--- config.mk ---
export PLATFORM = sky130hd
export DESIGN_NAME = spi_write_sequencer
export DESIGN_NICKNAME = d
export VERILOG_FILES = /design/src/rtl/spi_write_sequencer.sv
export SDC_FILE = /design/constraint.sdc
export NUM_CORES = 1
export LEC_CHECK = 0
export ABC_CLOCK_PERIOD_IN_PS = 2400
export CAP_MARGIN = 20
export CELL_PAD_IN_SITES_DETAIL_PLACEMENT = 0
export CELL_PAD_IN_SITES_GLOBAL_PLACEMENT = 1
export CORE_ASPECT_RATIO = 1.2
export CORE_MARGIN = 5
export CORE_UTILIZATION = 35
export DETAILED_ROUTE_END_ITERATION = 16
export PLACE_DENSITY = 0.92
export REMOVE_ABC_BUFFERS = 1
export SLEW_MARGIN = 5
export SYNTH_ARGS = -nofsm -noshare
export SYNTH_HDL_FRONTEND = slang
export SYNTH_SLANG_ARGS = --single-unit
--- constraint.sdc ---
create_clock -name clk -period 2.4 [get_ports clk]
set_input_delay 0.6 -clock clk [delete_from_list [all_inputs] [get_ports clk]]
set_output_delay 0.6 -clock clk [all_outputs]
set_load 0.03 [all_outputs]
--- src/rtl/spi_write_sequencer.sv ---
// rtl/spi_write_sequencer.sv - two-requester round-robin SPI register-write master (optional shadows: SPI_SEQ_SHADOW_EN)
module spi_write_sequencer #(
    parameter int CLK_DIV = 4
) (
    input  logic       clk,
    input  logic       rst_n,
    input  logic       req0_valid,
    input  logic [6:0] req0_addr,
    input  logic [7:0] req0_data,
    output logic       req0_ready,
    input  logic       req1_valid,
    input  logic [6:0] req1_addr,
    input  logic [7:0] req1_data,
    output logic       req1_ready,
    output logic       SCLK,
    output logic       nCS,
    output logic       COPI,
    output logic       busy,
    output logic       grant_id,
    output logic [7:0] shadow_out_7_0,
    output logic [7:0] shadow_out_15_8,
    output logic [7:0] shadow_pwm_7_0,
    output logic [7:0] shadow_pwm_15_8,
    output logic [7:0] shadow_duty
);

    typedef enum logic [2:0] {
        S_IDLE,
        S_LEAD,
        S_HIGH,
        S_LOW,
        S_TRAIL,
        S_GAP
    } state_t;

    localparam logic [7:0] PH_LAST = 8'(CLK_DIV - 1);

    state_t      state_q;
    logic [7:0]  phase_q;
    logic [4:0]  bit_cnt_q;
    logic [15:0] frame_q;
    logic        last_grant_q;
    logic        grant_id_q;
    logic        sclk_q;
    logic        ncs_q;
    logic        copi_q;

    logic        pick;
    logic        grant;
    logic        phase_done;

    // Round-robin choice: a tie goes to the requester that did not win last time
    always_comb begin
        pick = 1'b0;
        if (req0_valid && req1_valid) begin
            pick = ~last_grant_q;
        end else if (req1_valid) begin
            pick = 1'b1;
        end
    end

    assign grant      = (state_q == S_IDLE) && (req0_valid || req1_valid);
    assign req0_ready = grant && !pick;
    assign req1_ready = grant && pick;
    assign phase_done = (phase_q == 8'd0);

    // Frame sequencer; SCLK/nCS/COPI are driven straight from flops
    always_ff @(posedge clk or negedge rst_n) begin
        if (!rst_n) begin
            state_q      <= S_IDLE;
            phase_q      <= 8'd0;
            bit_cnt_q    <= 5'd0;
            frame_q      <= 16'd0;
            last_grant_q <= 1'b1;
            grant_id_q   <= 1'b0;
            sclk_q       <= 1'b0;
            ncs_q        <= 1'b1;
            copi_q       <= 1'b0;
        end else begin
            if (!phase_done) begin
                phase_q <= phase_q - 8'd1;
            end
            case (state_q)
                S_IDLE: begin
                    if (grant) begin
                        state_q      <= S_LEAD;
                        phase_q      <= PH_LAST;
                        bit_cnt_q    <= 5'd0;
                        frame_q      <= pick ? {1'b1, req1_addr, req1_data}
                                             : {1'b1, req0_addr, req0_data};
                        last_grant_q <= pick;
                        grant_id_q   <= pick;
                        ncs_q        <= 1'b0;
                        copi_q       <= 1'b1;
                    end
                end
                S_LEAD, S_LOW: begin
                    if (phase_done) begin
                        state_q   <= S_HIGH;
                        phase_q   <= PH_LAST;
                        sclk_q    <= 1'b1;
                        bit_cnt_q <= bit_cnt_q + 5'd1;
                    end
                end
                S_HIGH: begin
                    if (phase_done) begin
                        phase_q <= PH_LAST;
                        sclk_q  <= 1'b0;
                        if (bit_cnt_q == 5'd16) begin
                            state_q <= S_TRAIL;
                        end else begin
                            state_q <= S_LOW;
                            frame_q <= {frame_q[14:0], 1'b0};
                            copi_q  <= frame_q[14];
                        end
                    end
                end
                S_TRAIL: begin
                    if (phase_done) begin
                        state_q   <= S_GAP;
                        phase_q   <= PH_LAST;
                        ncs_q     <= 1'b1;
                        copi_q    <= 1'b0;
                        // the idle bit counter doubles as the first/second-half flag of GAP
                        bit_cnt_q <= 5'd0;
                    end
                end
                S_GAP: begin
                    if (phase_done) begin
                        if (bit_cnt_q == 5'd0) begin
                            bit_cnt_q <= 5'd1;
                            phase_q   <= PH_LAST;
                        end else begin
                            state_q <= S_IDLE;
                        end
                    end
                end
                default: begin
                    state_q <= S_IDLE;
                end
            endcase
        end
    end

    assign SCLK     = sclk_q;
    assign nCS      = ncs_q;
    assign COPI     = copi_q;
    assign busy     = (state_q != S_IDLE);
    assign grant_id = grant_id_q;

`ifdef SPI_SEQ_SHADOW_EN
    logic [6:0] addr_q;
    logic [7:0] data_q;
    logic [7:0] sh_out_lo_q;
    logic [7:0] sh_out_hi_q;
    logic [7:0] sh_pwm_lo_q;
    logic [7:0] sh_pwm_hi_q;
    logic [7:0] sh_duty_q;
    logic       commit;

    // the shadow only changes once the full frame (all 16 rises plus TRAIL) has gone out
    assign commit = (state_q == S_TRAIL) && phase_done;

    // Latch the granted write and mirror it into the local shadow copy at frame end
    always_ff @(posedge clk or negedge rst_n) begin
        if (!rst_n) begin
            addr_q      <= 7'd0;
            data_q      <= 8'd0;
            sh_out_lo_q <= 8'd0;
            sh_out_hi_q <= 8'd0;
            sh_pwm_lo_q <= 8'd0;
            sh_pwm_hi_q <= 8'd0;
            sh_duty_q   <= 8'd0;
        end else begin
            if (grant) begin
                addr_q <= pick ? req1_addr : req0_addr;
                data_q <= pick ? req1_data : req0_data;
            end
            if (commit) begin
                case (addr_q)
                    7'd0:    sh_out_lo_q <= data_q;
                    7'd1:    sh_out_hi_q <= data_q;
                    7'd2:    sh_pwm_lo_q <= data_q;
                    7'd3:    sh_pwm_hi_q <= data_q;
                    7'd4:    sh_duty_q   <= data_q;
                    default: ;
                endcase
            end
        end
    end

    assign shadow_out_7_0  = sh_out_lo_q;
    assign shadow_out_15_8 = sh_out_hi_q;
    assign shadow_pwm_7_0  = sh_pwm_lo_q;
    assign shadow_pwm_15_8 = sh_pwm_hi_q;
    assign shadow_duty     = sh_duty_q;
`else
    assign shadow_out_7_0  = 8'd0;
    assign shadow_out_15_8 = 8'd0;
    assign shadow_pwm_7_0  = 8'd0;
    assign shadow_pwm_15_8 = 8'd0;
    assign shadow_duty     = 8'd0;
`endif

endmodule

## Word level (Yosys, flattened, before mapping)

Cells that the tools add are included.

- $add $sub $neg: 2
- Bitwise operators: 1
- Muxes and demuxes: 36
- Equal/unequal tests: 14
- Reductions and logical operators: 24

Operator list:

| operator | count |
|---|---|
| $mux W15 | 4 |
| $mux W8 | 5 |
| $pmux W15 S2 | 1 |
| $mux W5 | 5 |
| $pmux W8 S3 | 1 |
| $mux W3 | 7 |
| $pmux W5 S4 | 1 |
| $ne A2 B2 Y1 const B | 8 |
| $pmux W3 S5 | 1 |
| $reduce_and A6 Y1 | 2 |
| $logic_not A8 Y1 | 1 |
| $mux W1 | 8 |
| $sub A8 B1 Y8 const B | 1 |
| $eq A3 B2 Y1 const B | 2 |
| $eq A3 B3 Y1 const B | 2 |
| $reduce_and A3 Y1 | 2 |
| $reduce_bool A2 Y1 | 3 |
| $reduce_bool A3 Y1 | 2 |
| $add A5 B1 Y5 const B | 1 |
| $eq A5 B5 Y1 const B | 1 |
| $logic_not A5 Y1 | 1 |
| $reduce_and A5 Y1 | 1 |
| $logic_and A1 B1 Y1 | 4 |
| $pmux W1 S2 | 2 |
| other kinds (11) | 11 |

- Output and inout bits: 47
- Logic and storage cells: 86
- Input bits: 34
- Bits in registers: 36

## Logic depth before layout (Yosys ltp)

- Depth in word-level cells: 5
- Depth in mapped cells: 10
- Gate-level depth less buffers: 10

## Least setup slack after synthesis

Ideal clock, no wire load.

- Kind: input -> output
- Start point: input port req1_valid
- End point: output port req1_ready
- Arrival time: 1.597 ns
- Slack: 0.203 ns
- Path buffers: 2
- Stages: 4
- Required time: 1.800 ns
- Path through: a21boi_0 -> buf_2 -> buf_2 -> and2_1

- Word-level cells in the longest chain between the ends: 3
- Elaborated cells on any way between the ends: 6
- Those cells by class: 2 x mux; 4 x reduce/logical

Ends and longest elaborated chain:

| item | line | source |
|---|---|---|
| start, declared | 11 | `input logic req1_valid,` |
| $mux W1, or another cell as far along | 57 | `end else if (req1_valid) begin` |
| $mux W1 or $logic_and A1 B1 Y1 (tied branches) | 55, 62 |  |
| $logic_and A1 B1 Y1 * | 64 | `assign req1_ready = grant && pick;` |
| end, declared | 14 | `output logic req1_ready,` |

Every way passes the cells marked *; elsewhere a longest branch is shown, timed or not.

## Worst setup path in the final report

- Start point: register state_q[1]
- End point: output port busy

- Word-level cells in the longest chain between the ends: 1

Ends and longest elaborated chain:

| item | line | source |
|---|---|---|
| start, declared | 38 | `state_t state_q;` |
| start signal, assigned | 70 | `state_q <= S_IDLE;` |
| start signal, assigned | 86 | `state_q <= S_LEAD;` |
| start signal, assigned | 99 | `state_q <= S_HIGH;` |
| $reduce_bool A3 Y1 | 148 | `assign busy = (state_q != S_IDLE);` |
| end, declared | 18 | `output logic busy,` |

No other way between the ends.

==> key figures <==
Outcome
  • Status: finished, final reports clean

Placed design
  • Dpl hpwl: between 4 and 5 mm
  • IO buf count: 40
  • Global placement routability congestion: 0.891
  • Placement Setup Slack: -0.0170 ns

Synth
  • Seq/Total Area, Yosys: 34.9%
  • Synthesized cell area: roughly 2600 um2
  • Synth area leader: dfrtp_1
  • Post-Syn Area per Cell: 9.42 um2
  • Yosys reg bits: 36
  • Cells after synthesis: about 280
  • Top cell type's share of synthesized area: between 30% and 40%
  • Yosys warns: 0
  • Top cells by area, synth: dfrtp_1 33%, buf_4 12%, mux2i_1 6.6%
  • Count of different cell masters after synthesis: between 50 and 60
  • Main synth FF type: dfrtp_1
  • Number of flops mapped to enable cells by yosys: 0
  • Asr flop ratio synth: 100%

Detailed routing
  • Initial DRC Count: ~110
  • Post-route ant nets: 0
  • Vias per cell: roughly 4.9
  • Initial DRT Pass Iterations: 4
  • Final wirelength: roughly 6 mm
  • WL/cell: 13.7 um
  • Routed via count: approximately 2.1k
  • DRC errors left: 0

Setup path
  • Reg2Reg Launch Point: bit_cnt_q[0]$_DFFE_PN0P_
  • Setup CP Type: reg -> out
  • CP endpoint kind: primary output
  • Worst Setup SP: state_q[1]$_DFFE_PN0P_
  • CP max FO: 9
  • Startpoint types: flip-flop
  • Req. time, crit path: between 1.5 and 2 ns
  • Crit path DAT: around 1.7 ns

STA
  • Fin. Hold Viols: 0
  • Min cycle time layout: 2.31 ns
  • Final WS setup: ~0.091 ns
  • Tcrit/Tclk final: between 90% and 100%
  • # setup viols final: 0
  • RSZ-0062 raised after global routing: no
  • Final slew viol count: 0
  • Max_slew headroom: between 40% and 50%
  • Skew final: 0.00467 ns
  • Fmax: 0.433 GHz
  • Worst-Margin Slew: just under 0.8 ns

Layout
  • Ant. Diodes: 0
  • Fraction of layout instances using a drive strength above 1: 18.8%
  • Area Growth Syn to Fin: 24.3%
  • Nets@finish: about 370
  • FILL cells: about 700
  • Final core utilization: 44.5%

Clocking
  • Clk slew on worst S/H paths: 0.07 ns
  • Worst-Skew Late Latency: around 0.29 ns
  • H-tree lvl count: 2
  • Hold-fix buffers at CTS: 0
  • Root Driver: clkbuf_8
  • Num CTS Buffers: 5
  • Clk sinks: 36
  • Longest Clk Path Bufs: 2
  • CTS tree: done

Power
  • VDD IR max: between 0.0003 and 0.0004 V
  • PwrDens: 978 nW/um2
  • Leak: approximately 1.5 nW

Global route
  • Initial antenna violation count: 0
  • Largest net degree at the start of global routing: 37
  • GRT Residual Overflow: 0
  • Gr usage total: 12.7%
  • Vias in the first global route: roughly 2k
  • Global-route wire length before repair: between 9 and 10 mm

Min path
  • Hold Path Class: in -> async

Floorplanning
  • Total I/O pin count: 81
  • Initial core utilization: a little over a third
  • Row cnt: 34
  • Die Ht: approximately 100 um
  • Die Footprint: 9230 um2
  • CORE AREA: between 7000 and 8000 um2
  • Die X: between 80 and 90 um

Flow run
  • MaxCap Viol Count: 0
==> power by group <==
group / switching [mW] / internal [mW] / total [mW]
Clock: 0.225 / 0.307 / 0.533
Combinational: 0.814 / 0.752 / 1.57
Sequential: 0.194 / 0.857 / 1.05
Total: 1.23 / 1.92 / 3.15
==> metal layers <==
metal	part of all wire (%)	global-route usage (%)
met5	0	0
met1	41	15.4
met2	48	20.6
met3	7.2	3.17
met4	3.4	5.83
==> final cells by class <==
class                      instances  area [um2]  area share (%)
clock buffer                       5        68.8            2.14
clock inverter                     3        42.5            1.32
inverter                           7        26.3           0.816
multi-input combinational        219        1450            45.1
sequential                        36         903            28.1
tap                               90         113            3.50
timing repair buffer              66         613            19.0
==> cell usage in the layout, fill, tap and decap left out, types with 2 or more instances in the layout <==
cell | synthesis | final
conb_1 | 1 | 40
nand2_1 | 10 | 10
a21o_1 | 3 | 3
nand3_1 | 4 | 4
mux2_2 | 5 | 5
buf_4 | 40 | 26
o211ai_1 | 3 | 3
dfstp_2 | 2 | 2
inv_1 | 6 | 6
o21ai_0 | 10 | 9
a221o_1 | 3 | 3
nand2b_1 | 4 | 4
mux2_4 | 9 | 9
a21oi_1 | 26 | 26
clkbuf_8 | 0 | 5
clkdlybuf4s50_1 | 0 | 36
ha_1 | 4 | 4
nor2_1 | 32 | 32
mux2i_1 | 17 | 17
nand4b_1 | 2 | 2
nor2b_1 | 3 | 3
o22ai_1 | 2 | 2
nor3_1 | 4 | 4
nor4_1 | 4 | 4
nor3b_1 | 3 | 3
dfrtp_1 | 34 | 34
buf_12 | 0 | 2
==> flip-flops by register name, indices dropped and copies added, names as in the netlist <==
| signal | cells |
|---|---|
| SCLK | 1 |
| last_grant_q | 1 |
| nCS | 1 |
| phase_q | 8 |
| grant_id | 1 |
| frame_q | 15 |
| COPI | 1 |
| bit_cnt_q | 5 |
| state_q | 3 |
==> cells in the mapped netlist, drive strengths merged (4+ instances only) <==
cell type and instances:
a21oi 26, buf 46, clkbuf 6, dfrtp 34, ha 4, inv 7, mux2 14, mux2i 17
nand2 10, nand2b 4, nand3 4, nor2 33, nor3 5, nor4 4, o21ai 10, o22ai 4
==> repair_timing <==
| action | in CTS | in global routing |
|---|---|---|
| buffers inserted | 0 | 1 |
| endpoints found under the setup margin | 1 | 2 |
| resized for setup | 1 | 2 |
| cloned | 0 | 0 |
==> cell families (layout without fill, tap and decap cells) <==
logic type,after synthesis,in the layout,synth area share (%)
compound gates,60,60,15.2
xor+xnor,2,2,0.676
fa+ha+maj,4,4,1.93
buf+inv,59,81,15.1
flops,36,36,34.9
mux,31,31,14.0
other cells,1,40,0.145
simple gates,82,82,18.1
==> worst paths after layout <==
path / endpoint / slack [ns] / cells past startpoint
setup / recovery: busy / 0.09 / 3
hold / removal: phase_q[0]$_DFF_PN0_ / 0.39 / 1
setup reg to reg: bit_cnt_q[3]$_DFFE_PN0P_ / 0.18 / 6
hold reg to reg: grant_id$_DFFE_PN0P_ / 0.48 / 1
max in group asynchronous: SCLK$_DFFE_PN0P_ / 1.51 / 1
min in group clk: grant_id$_DFFE_PN0P_ / 0.48 / 1
==> critical path, cell delays in order (launching register included) <==
cell and delay, ns:
dfrtp_1 0.50, nor3_2 0.23, inv_1 0.10, clkdlybuf4s50_1 0.60
==> per-stage QoR <==
step	cell area (um2)	instances	TNS (ns)	hold WS (ns)	total power, mW
2_1_floorplan	2370	262	-13.43	0.304	2.08
3_3_place_gp	3090	417	-0.0241	0.469	2.56
3_5_place_dp	3090	417	-0.0170	0.469	2.61
4_1_cts	3210	425	0	0.422	3.16
5_1_grt	3220	426	0	0.468	3.35
6_report	3220	426	0	0.387	3.15
No activity file was read; power rests on OpenSTA's default activity.
